$ cat src/rtl/jt6295_pkg.sv
// Shared constants for the MSM6295-style ADPCM decoder.
//   STEP_TABLE : 49-entry quantiser step sizes, indexed by the per-voice step index
//   ADJ        : step-index adjustment per nibble magnitude
//   IDX_MAX, ACC_W, ACC_MIN, ACC_MAX : range limits for index and accumulator
package jt6295_pkg;

    localparam int unsigned IDX_W  = 6;
    localparam int unsigned STEP_W = 11;
    localparam int unsigned ACC_W  = 12;

    localparam logic [IDX_W-1:0]        IDX_MAX = 6'd48;
    localparam logic signed [ACC_W-1:0] ACC_MIN = -12'sd2048;
    localparam logic signed [ACC_W-1:0] ACC_MAX = 12'sd2047;

    localparam logic [STEP_W-1:0] STEP_TABLE [49] = '{
        11'd16,   11'd17,   11'd19,   11'd21,   11'd23,   11'd25,   11'd28,
        11'd31,   11'd34,   11'd37,   11'd41,   11'd45,   11'd50,   11'd55,
        11'd60,   11'd66,   11'd73,   11'd80,   11'd88,   11'd97,   11'd107,
        11'd118,  11'd130,  11'd143,  11'd157,  11'd173,  11'd190,  11'd209,
        11'd230,  11'd253,  11'd279,  11'd307,  11'd337,  11'd371,  11'd408,
        11'd449,  11'd494,  11'd544,  11'd598,  11'd658,  11'd724,  11'd796,
        11'd876,  11'd963,  11'd1060, 11'd1166, 11'd1282, 11'd1411, 11'd1552
    };

    // Indexed by nibble magnitude (data[2:0]).
    localparam logic signed [4:0] ADJ [8] = '{
        -5'sd1, -5'sd1, -5'sd1, -5'sd1, 5'sd2, 5'sd4, 5'sd6, 5'sd8
    };

endpackage

$ cat src/rtl/jt6295_step_rom.sv
// Step-size lookup with a registered output so it maps onto a block ROM.
//   clk, rst_n : clock and asynchronous active-low reset
//   cen        : load strobe; the lookup is captured only on cen edges
//   addr       : step index (0..48; larger values read the last entry)
//   step       : registered step size
module jt6295_step_rom
    import jt6295_pkg::*;
(
    input  logic              clk,
    input  logic              rst_n,
    input  logic              cen,
    input  logic [IDX_W-1:0]  addr,
    output logic [STEP_W-1:0] step
);

    logic [STEP_W-1:0] step_q;

    always_ff @(posedge clk or negedge rst_n) begin
        if (!rst_n) begin
            step_q <= '0;
        end else if (cen) begin
            step_q <= (addr > IDX_MAX) ? STEP_TABLE[IDX_MAX] : STEP_TABLE[addr];
        end
    end

    assign step = step_q;

endmodule

$ cat src/rtl/jt6295_adpcm.sv
// Four-voice time-multiplexed OKI ADPCM decoder.
//   clk, rst_n  : clock and asynchronous active-low reset
//   cen         : 4x sample-rate strobe; each strobe consumes one voice slot
//   en, start   : current slot is playing / current slot restarts
//   data        : ADPCM nibble (bit3 sign, bits2:0 magnitude)
//   slot        : slot consumed at the next cen
//   sound       : decoded sample of the last processed slot
//   sound_slot  : slot that sound belongs to
//   sound_vld   : one-clk pulse when sound/sound_slot update
// Pipeline: the cen edge captures the inputs and the step lookup; the next edge
// commits the decode to the slot state and the outputs.
module jt6295_adpcm
    import jt6295_pkg::*;
#(
    parameter int unsigned CHANNELS = 4
) (
    input  logic                    clk,
    input  logic                    rst_n,
    input  logic                    cen,
    input  logic                    en,
    input  logic                    start,
    input  logic [3:0]              data,
    output logic [1:0]              slot,
    output logic signed [ACC_W-1:0] sound,
    output logic [1:0]              sound_slot,
    output logic                    sound_vld
);

    localparam int unsigned SUM_W  = ACC_W + 2;
    localparam int unsigned IDXS_W = IDX_W + 1;
    localparam logic signed [SUM_W-1:0]  SUM_MAX = SUM_W'(ACC_MAX);
    localparam logic signed [SUM_W-1:0]  SUM_MIN = SUM_W'(ACC_MIN);
    localparam logic signed [IDXS_W-1:0] IDX_HI  = $signed({1'b0, IDX_MAX});

    // Per-slot decoder state
    logic [CHANNELS-1:0][ACC_W-1:0] acc_q;
    logic [CHANNELS-1:0][IDX_W-1:0] idx_q;

    logic [1:0] slot_q;

    // Stage-1 registers
    logic       s1_vld_q;
    logic [1:0] s1_slot_q;
    logic       s1_en_q;
    logic       s1_start_q;
    logic [3:0] s1_data_q;
    logic [STEP_W-1:0] step;

    // Output registers
    logic signed [ACC_W-1:0] sound_q;
    logic [1:0]              sound_slot_q;
    logic                    sound_vld_q;

    // Stage-2 combinational decode
    logic [12:0]              diff;
    logic signed [SUM_W-1:0]  sum;
    logic signed [ACC_W-1:0]  acc_new;
    logic signed [IDXS_W-1:0] idx_sum;
    logic [IDX_W-1:0]         idx_new;

    jt6295_step_rom u_step_rom (
        .clk  (clk),
        .rst_n(rst_n),
        .cen  (cen),
        .addr (idx_q[slot_q]),
        .step (step)
    );

    always_comb begin
        diff = 13'(step >> 3);
        if (s1_data_q[2]) diff = diff + 13'(step);
        if (s1_data_q[1]) diff = diff + 13'(step >> 1);
        if (s1_data_q[0]) diff = diff + 13'(step >> 2);

        if (s1_data_q[3]) begin
            sum = SUM_W'($signed(acc_q[s1_slot_q])) - $signed({1'b0, diff});
        end else begin
            sum = SUM_W'($signed(acc_q[s1_slot_q])) + $signed({1'b0, diff});
        end

        if (sum > SUM_MAX) begin
            acc_new = ACC_MAX;
        end else if (sum < SUM_MIN) begin
            acc_new = ACC_MIN;
        end else begin
            acc_new = sum[ACC_W-1:0];
        end

        idx_sum = $signed({1'b0, idx_q[s1_slot_q]}) + IDXS_W'(ADJ[s1_data_q[2:0]]);
        if (idx_sum[IDX_W]) begin
            idx_new = '0;
        end else if (idx_sum > IDX_HI) begin
            idx_new = IDX_MAX;
        end else begin
            idx_new = idx_sum[IDX_W-1:0];
        end
    end

    always_ff @(posedge clk or negedge rst_n) begin
        if (!rst_n) begin
            slot_q       <= '0;
            s1_vld_q     <= 1'b0;
            s1_slot_q    <= '0;
            s1_en_q      <= 1'b0;
            s1_start_q   <= 1'b0;
            s1_data_q    <= '0;
            acc_q        <= '0;
            idx_q        <= '0;
            sound_q      <= '0;
            sound_slot_q <= '0;
            sound_vld_q  <= 1'b0;
        end else begin
            s1_vld_q <= cen;
            if (cen) begin
                s1_slot_q  <= slot_q;
                s1_en_q    <= en;
                s1_start_q <= start;
                s1_data_q  <= data;
                slot_q     <= slot_q + 2'd1;
            end

            sound_vld_q <= s1_vld_q;
            if (s1_vld_q) begin
                sound_slot_q <= s1_slot_q;
                // Restart wins over play; an idle slot keeps its state but outputs silence.
                if (s1_start_q) begin
                    acc_q[s1_slot_q] <= '0;
                    idx_q[s1_slot_q] <= '0;
                    sound_q          <= '0;
                end else if (s1_en_q) begin
                    acc_q[s1_slot_q] <= acc_new;
                    idx_q[s1_slot_q] <= idx_new;
                    sound_q          <= acc_new;
                end else begin
                    sound_q <= '0;
                end
            end
        end
    end

    assign slot       = slot_q;
    assign sound      = sound_q;
    assign sound_slot = sound_slot_q;
    assign sound_vld  = sound_vld_q;

endmodule

$ cat config.mk
export PLATFORM = sky130hd
export DESIGN_NAME = jt6295_adpcm
export DESIGN_NICKNAME = d
export VERILOG_FILES = /design/src/rtl/jt6295_pkg.sv /design/src/rtl/jt6295_step_rom.sv /design/src/rtl/jt6295_adpcm.sv
export SDC_FILE = /design/constraint.sdc
export NUM_CORES = 1
export LEC_CHECK = 0
export ABC_CLOCK_PERIOD_IN_PS = 11400
export CAP_MARGIN = 5
export CORE_MARGIN = 2
export CORE_UTILIZATION = 30
export CTS_CLUSTER_DIAMETER = 40
export CTS_CLUSTER_SIZE = 30
export DETAILED_ROUTE_END_ITERATION = 8
export DONT_BUFFER_PORTS = 1
export PLACE_DENSITY = 0.49
export SLEW_MARGIN = 10
export SYNTH_ARGS = -nofsm -noshare
export SYNTH_HDL_FRONTEND = slang
export SYNTH_HIERARCHICAL = 1
export SYNTH_SLANG_ARGS = --single-unit
$ cat constraint.sdc
create_clock -name clk -period 11.4 [get_ports clk]
set_clock_uncertainty 0.2 [all_clocks]
set_input_delay 2.85 -clock clk [delete_from_list [all_inputs] [get_ports clk]]
set_output_delay 2.85 -clock clk [all_outputs]
set_load 0.03 [all_outputs]
Word-level counts from Yosys, hierarchy flattened
Memories as Yosys holds them, arrays and structs flattened.
Cells that the tools add are included.
{ "totals": {"register_bits": 109, "rom_bits": 744, "in_bits": 9, "n_memories": 2} }
{ "memory_table": {"columns": ["name", "depth", "word_bits", "rd", "rd_clocked_by_memory_dff", "write_ports", "line", "source"], "rows": [
  ["(name not given)", 64, 11, 1, 0, 0, "jt6295_step_rom.sv:22", "step_q <= (addr > IDX_MAX) ? STEP_TABLE[IDX_MAX] : STEP_TABLE[addr];"],
  ["(name not given)", 8, 5, 1, 0, 0, "jt6295_adpcm.sv:89", "idx_sum = $signed({1'b0, idx_q[s1_slot_q]}) + IDXS_W'(ADJ[s1_data_q[2:0]]);"]
]} }
{ "op_classes": {"addsub": 7, "order_cmp": 9, "reduce_logical": 3, "muxes": 31, "bitwise_logic": 6} }
{ "ops": {"columns": ["operator", "count"], "rows": [
  ["48-bit 2-to-1 mux", 2],
  ["12-bit 2-to-1 mux", 6],
  ["48-bit AND", 1],
  ["48-bit bitwise mux", 1],
  ["24-bit 2-to-1 mux", 2],
  ["48-bit NOT", 1],
  ["13-bit 2-to-1 mux", 3],
  ["11-bit 2-to-1 mux", 3],
  ["6-bit 2-to-1 mux", 5],
  ["24-bit AND", 1],
  ["12-bit binary-select mux with 2-bit select", 1],
  ["6-bit binary-select mux with 2-bit select", 2],
  ["24-bit bitwise mux", 1],
  ["12-bit demux with 2-bit select", 1],
  ["24-bit NOT", 1],
  ["12-bit by 14-bit adder with 14-bit output", 1],
  ["14-bit by 12-bit > comparator with 1-bit output, second input constant", 1],
  ["14-bit by 12-bit less-than comparator with 1-bit output, second input constant", 1],
  ["14-bit 2-to-1 mux", 1],
  ["12-bit by 14-bit subtractor with 14-bit output", 1],
  ["13-bit by 10-bit adder with 13-bit output", 1],
  ["13-bit by 9-bit adder with 13-bit output", 1],
  ["8-bit by 11-bit adder with 12-bit output", 1],
  ["6-bit demux with 2-bit select", 1],
  ["other kinds (14)", 16]
]} }

Logic depth before layout (Yosys ltp)
{ "depth": {"ltp_word": 14, "ltp_mapped": 37, "mapped_depth_nobuf": 34} }

Modules after synthesis
Netlist, hierarchy kept.
{ "by_module_without_submodules": {"columns": ["module", "seq_area_each_um2", "cells_each", "area_per_inst_um2", "instances"], "rows": [
  ["jt6295_adpcm", 2452.4, 811, 7825.0, 1],
  ["jt6295_step_rom", 275.3, 139, 1134.8, 1]
]} }

Least setup slack after synthesis
OpenSTA, ideal clock, no wires.
{ "synth_timing": {"path_kind": "register to register", "start": "register u_step_rom.step_q[3], in the netlist u_step_rom/step[3]", "end": "register acc_q[14] (netlist bit)", "arrival_time_ns": 7.398, "stages_incl_launch_ff": 31, "setup_time_ns": 0.127, "required_ns": 11.073, "period_less_slack_ns": 7.724, "slack_ns": 3.676, "cell_sequence": "dfrtp_1 -> ha_1 -> inv_1 -> fa_1 -> xnor2_1 -> mux2i_1 -> inv_1 -> ha_1 -> nor2b_1 -> o21a_1 -> or4_2 -> and3_1 -> ha_1 -> or3_1 -> o211a_1 -> nor3_1 -> nor3_1 -> a221oi_1 -> a31o_2 -> xor2_1 -> ha_1 -> and3_1 -> a2111oi_0 -> xnor2_1 -> a31o_2 -> or3_1 -> o221ai_1 -> nor3_2 -> and2_1 -> buf_4 -> a221o_2"} }
{ "synth_between": {"elab_chain_cells": 14} }
{ "synth_lines": {"columns": ["element", "line", "source"], "rows": [
  ["from (decl)", "jt6295_step_rom.sv:16", "logic [STEP_W-1:0] step_q;"],
  ["from (signal assigned)", "jt6295_step_rom.sv:22", null],
  ["8-bit by 11-bit adder with 12-bit output", "jt6295_adpcm.sv:71", "if (s1_data_q[2]) diff = diff + 13'(step);"],
  ["13-bit 2-to-1 mux", "jt6295_adpcm.sv:71", null],
  ["13-bit by 10-bit adder with 13-bit output", "jt6295_adpcm.sv:72", "if (s1_data_q[1]) diff = diff + 13'(step >> 1);"],
  ["13-bit 2-to-1 mux", "jt6295_adpcm.sv:72", null],
  ["13-bit by 9-bit adder with 13-bit output", "jt6295_adpcm.sv:73", "if (s1_data_q[0]) diff = diff + 13'(step >> 2);"],
  ["13-bit 2-to-1 mux (*)", "jt6295_adpcm.sv:73", null],
  ["12-bit by 14-bit adder with 14-bit output / 12-bit by 14-bit subtractor with 14-bit output (equally long branches)", "jt6295_adpcm.sv:78, jt6295_adpcm.sv:76", null],
  ["14-bit 2-to-1 mux (*)", "jt6295_adpcm.sv:75", "if (s1_data_q[3]) begin"],
  ["14-bit by 12-bit less-than comparator with 1-bit output", "jt6295_adpcm.sv:83", "end else if (sum < SUM_MIN) begin"],
  ["12-bit 2-to-1 mux", "jt6295_adpcm.sv:83", null],
  ["12-bit 2-to-1 mux (*)", "jt6295_adpcm.sv:81", "if (sum > SUM_MAX) begin"],
  ["48-bit bitwise mux (*)", "jt6295_adpcm.sv:131", "acc_q[s1_slot_q] <= acc_new;"],
  ["48-bit 2-to-1 mux (*)", "jt6295_adpcm.sv:130", "end else if (s1_en_q) begin"],
  ["48-bit 2-to-1 mux (*)", "jt6295_adpcm.sv:126", "if (s1_start_q) begin"],
  ["to (signal, indexed assignment)", "jt6295_adpcm.sv:131", null],
  ["to (decl)", "jt6295_adpcm.sv:36", "logic [CHANNELS-1:0][ACC_W-1:0] acc_q;"]
]} }
Mark *: on every way between the ends. The rest lies on a longest branch, timed or not. The select of a mux whose other input is x is not followed.
A chain may end at the register's enable or synchronous reset.

Worst setup path in the final report
{ "layout_timing": {"start": "register s1_data_q[2]", "end": "register acc_q[14] (netlist bit)"} }
{ "layout_between": {"elab_chain_cells": 13} }
{ "layout_lines": {"columns": ["element", "line", "source"], "rows": [
  ["from (decl)", "jt6295_adpcm.sv:46", "logic [3:0] s1_data_q;"],
  ["from (signal assigned)", "jt6295_adpcm.sv:118", "s1_data_q <= data;"],
  ["13-bit 2-to-1 mux (*)", "jt6295_adpcm.sv:71", null],
  ["13-bit by 10-bit adder with 13-bit output", "jt6295_adpcm.sv:72", null],
  ["13-bit 2-to-1 mux (*)", "jt6295_adpcm.sv:72", null],
  ["13-bit by 9-bit adder with 13-bit output", "jt6295_adpcm.sv:73", null],
  ["13-bit 2-to-1 mux (*)", "jt6295_adpcm.sv:73", null],
  ["12-bit by 14-bit adder with 14-bit output / 12-bit by 14-bit subtractor with 14-bit output (equally long branches)", "jt6295_adpcm.sv:78, jt6295_adpcm.sv:76", null],
  ["14-bit 2-to-1 mux (*)", "jt6295_adpcm.sv:75", null],
  ["14-bit by 12-bit less-than comparator with 1-bit output", "jt6295_adpcm.sv:83", null],
  ["12-bit 2-to-1 mux", "jt6295_adpcm.sv:83", null],
  ["12-bit 2-to-1 mux (*)", "jt6295_adpcm.sv:81", null],
  ["48-bit bitwise mux (*)", "jt6295_adpcm.sv:131", null],
  ["48-bit 2-to-1 mux (*)", "jt6295_adpcm.sv:130", null],
  ["48-bit 2-to-1 mux (*)", "jt6295_adpcm.sv:126", null]
]} }
Marks and branches as above.

==> metrics.txt <==
Mean Syn Cell Area=9.431 um2; Hold WC Path Type=flip-flop to flip-flop; Pins Over Slew Limit=0; Ports=26; Hold Fails Final Rpt=0; RSZ-0062 raised after global routing=no; drt drc=0; Main synth FF type=dfrtp_1; Num CTS Buffers=9; Final Cycle Share=0.7680; sequential share of the synthesized area=0.3044; critical path arrival=between 8 and 9 ns; Async SR Flop Fraction=1.000; 1st-iter DRT viols=500; Antenna Nets Post-Route=0; min cycle time layout=8.755 ns; Post-CTS Setup Repair Bufs=0; HP Start=acc_q[12]; DR WL/cell=18.57 um; setup violators final=0; Worst R2R Start=s1_data_q[2]; Req. time, crit path=11.45 ns; GP Congestion=0.8436; CTS Hold Bufs=0; Slew HR=0.3436; total wire length=24.40 mm; Clk Latency, worst-skew pair=0.36 ns; dpl hpwl=17.48 mm; # H-tree levels=3; Yosys warnings=6; CP endpoint kind=flip-flop; post_cts resized=0; Vert. Die Dim=~180 um; WHS Endpoint=acc_q[12]; drt pass-1 iters=5; vias after detailed routing=7129; CTS Buffer Depth=2; final net count=992; Worst Path Class, Setup=flip-flop to flip-flop; Post-synth EDFFs=0; actual slew at the worst max-slew pin=just under 1 ns; CTS root buf=clkbuf_16; clock transition at the registers of the reported paths=0.08 ns; layout cells sized above 1=0.1353; clk sinks=109; vias in the first global route=approximately 7.2k; Max Cap Violations=0; r2r setup slk=between 2 and 3 ns; CTS tree=yes; Mapped Nets=between 1k and 1.5k; TNS Setup=0 ns; R2R Path End=acc_q[14]; Max FO, Critical Path=22; status=completed; largest net degree at the start of global routing=110; Initial Util=0.3031; Rows=63; Via density=5.425; die area=31270 um2; post-synthesis cell count=950; GRT Overall Usage=0.1619; Netlist cell types=105; CP startpoint kind=flip-flop; P&R area growth vs syn=5.949%; Worst Hold Depth=2; R2R depth=26; I/O Buffers=0; synthesized area=8960 um2; Core Box Area=approximately 30000 um2; first-pass GRT wire length=roughly 40 mm; die width=~180 um; post-synthesis sequential element count=109; highest clock rate=~0.11 GHz; initial antenna violation count=0; n_diodes=0; grt ovf=0
[Yosys cell counts (6+ instances only)]
cell	count	area, um2
a221o_2	18	202.7
nand2_1	109	409.1
buf_2	10	50.05
mux2i_1	13	130.1
o21bai_1	6	45.04
or2_2	7	43.79
xnor2_1	32	280.3
and3_1	6	37.54
a21o_1	10	75.07
a21oi_1	42	210.2
nand3_1	35	175.2
a211oi_1	6	45.04
inv_1	42	157.7
a221o_1	10	100.1
a22o_1	6	52.55
o211ai_1	10	75.07
mux2_2	13	146.4
mux4_2	26	585.6
nor2b_1	10	62.56
ha_1	58	725.7
clkbuf_1	16	60.06
and2_1	7	43.79
o21a_1	11	82.58
nor2_1	53	198.9
xor2_1	20	175.2
nand2b_1	23	143.9
o21ai_0	68	340.3
nor3_1	20	100.1
a31oi_1	11	68.82
dfrtp_1	109	2728
[placed cells by master, fill, tap and decap left out, types with 4 or more instances in the layout]
cell,instances
nand2_1,109
dfrtp_1,109
o21ai_0,68
ha_1,58
nor2_1,53
inv_1,42
a21oi_1,42
nand3_1,35
xnor2_1,32
mux4_2,26
nand2b_1,23
xor2_1,20
nor3_1,20
a221o_2,18
mux2_2,13
mux2i_1,13
a31oi_1,11
o21a_1,11
nor2b_1,10
o211ai_1,10
a21o_1,10
a221o_1,10
clkbuf_16,9
or2_2,7
and2_1,7
o21bai_1,6
a211oi_1,6
and3_1,6
a22o_1,6
fa_1,5
a211oi_2,4
o221ai_1,4
o211a_1,4
a2bb2oi_1,4
o2111ai_1,4
[logic make-up (layout without fill, tap and decap cells)]
kind of cell / count (synthesis) / count (layout) / share of synthesized area
flops: 109 / 109 / 0.3044
mux: 53 / 53 / 0.09915
xor+xnor: 54 / 54 / 0.05446
fa+ha+maj: 63 / 63 / 0.09217
simple gates: 314 / 314 / 0.1792
compound gates: 268 / 268 / 0.2229
buf+inv: 89 / 63 / 0.04776
[worst max path at each step]
stage                             from   endpoint  slack (ns)  depth (start not counted)
floorplan           u_step_rom/step[3]  acc_q[14]        3.68                         30
global route              s1_data_q[2]  acc_q[21]        2.00                         25
detailed placement        s1_data_q[2]  acc_q[14]        2.68                         25
CTS                       s1_data_q[2]  acc_q[14]        2.63                         25
finish                    s1_data_q[2]  acc_q[14]        2.64                         26
global placement          s1_data_q[2]  acc_q[19]        2.62                         25
[flip-flops by register name, summed over array words and instances, names as in the netlist]
register / count
s1_slot_q: 2
sound: 12
sound_slot: 2
s1_start_q: 1
idx_q: 24
s1_data_q: 4
sound_vld: 1
s1_vld_q: 1
acc_q: 48
u_step_rom/step: 11
slot: 2
s1_en_q: 1
[cell type report]
| type | instances | area (um2) |
|---|---|---|
| Sequential cell | 109 | 2728 |
| Clock inverter | 6 | 53.80 |
| Timing Repair Buffer | 3 | 22.52 |
| Multi-Input combinational cell | 752 | 5804 |
| Clock buffer | 9 | 225.2 |
| Fill cell | 3092 | 20070 |
| Inverter | 45 | 171.4 |
| Tap cell | 390 | 488.0 |
[stage by stage]
| stage | std cells | area (um2) | hold slack, ns | utilization | setup WS [ns] |
|---|---|---|---|---|---|
| CTS | 1314 | 9493 | 0.2878 | 0.3211 | 2.634 |
| floorplan | 950 | 8960 | 0.1926 | - | 3.676 |
| detailed placement | 1299 | 9214 | 0.2701 | 0.3117 | 2.683 |
| finish | 1314 | 9493 | 0.2808 | 0.3211 | 2.645 |
| global placement | 1299 | 9214 | 0.2608 | 0.3117 | 2.622 |
| global route | 1314 | 9493 | 0.2996 | 0.3211 | 2.003 |
[worst max-delay path: stages (launching register included)]
cell and delay [ns]:
dfrtp_1 0.82, clkinv_1 0.57, o31ai_2 0.52, ha_1 0.36, o21a_1 0.14, or4_2 0.55, and3_1 0.24, ha_1 0.35
o21ai_0 0.13, a21oi_1 0.30, o211a_1 0.20, o21a_1 0.13, nor3_1 0.06, a221oi_1 0.60, a31o_2 0.27, xor2_1 0.16
ha_1 0.30, and3_1 0.20, a2111oi_0 0.50, xnor2_1 0.21, a31o_2 0.29, or3_1 0.37, o221ai_1 0.22, nor3_2 0.06
buf_4 0.22, and2_1 0.26, a221o_2 0.42
[per-layer routing]
layer,GRT usage,vias to the layer above,part of all wire
li1,-,3473,-
met1,0.2396,3514,0.50
met2,0.2567,131,0.46
met3,0.01933,11,0.029
met4,0.02617,0,0.0082
met5,0,-,0
Power is left out: the tool's default activity adds up to more than one toggle a clock period on the data nets, which glitch-free logic cannot reach.
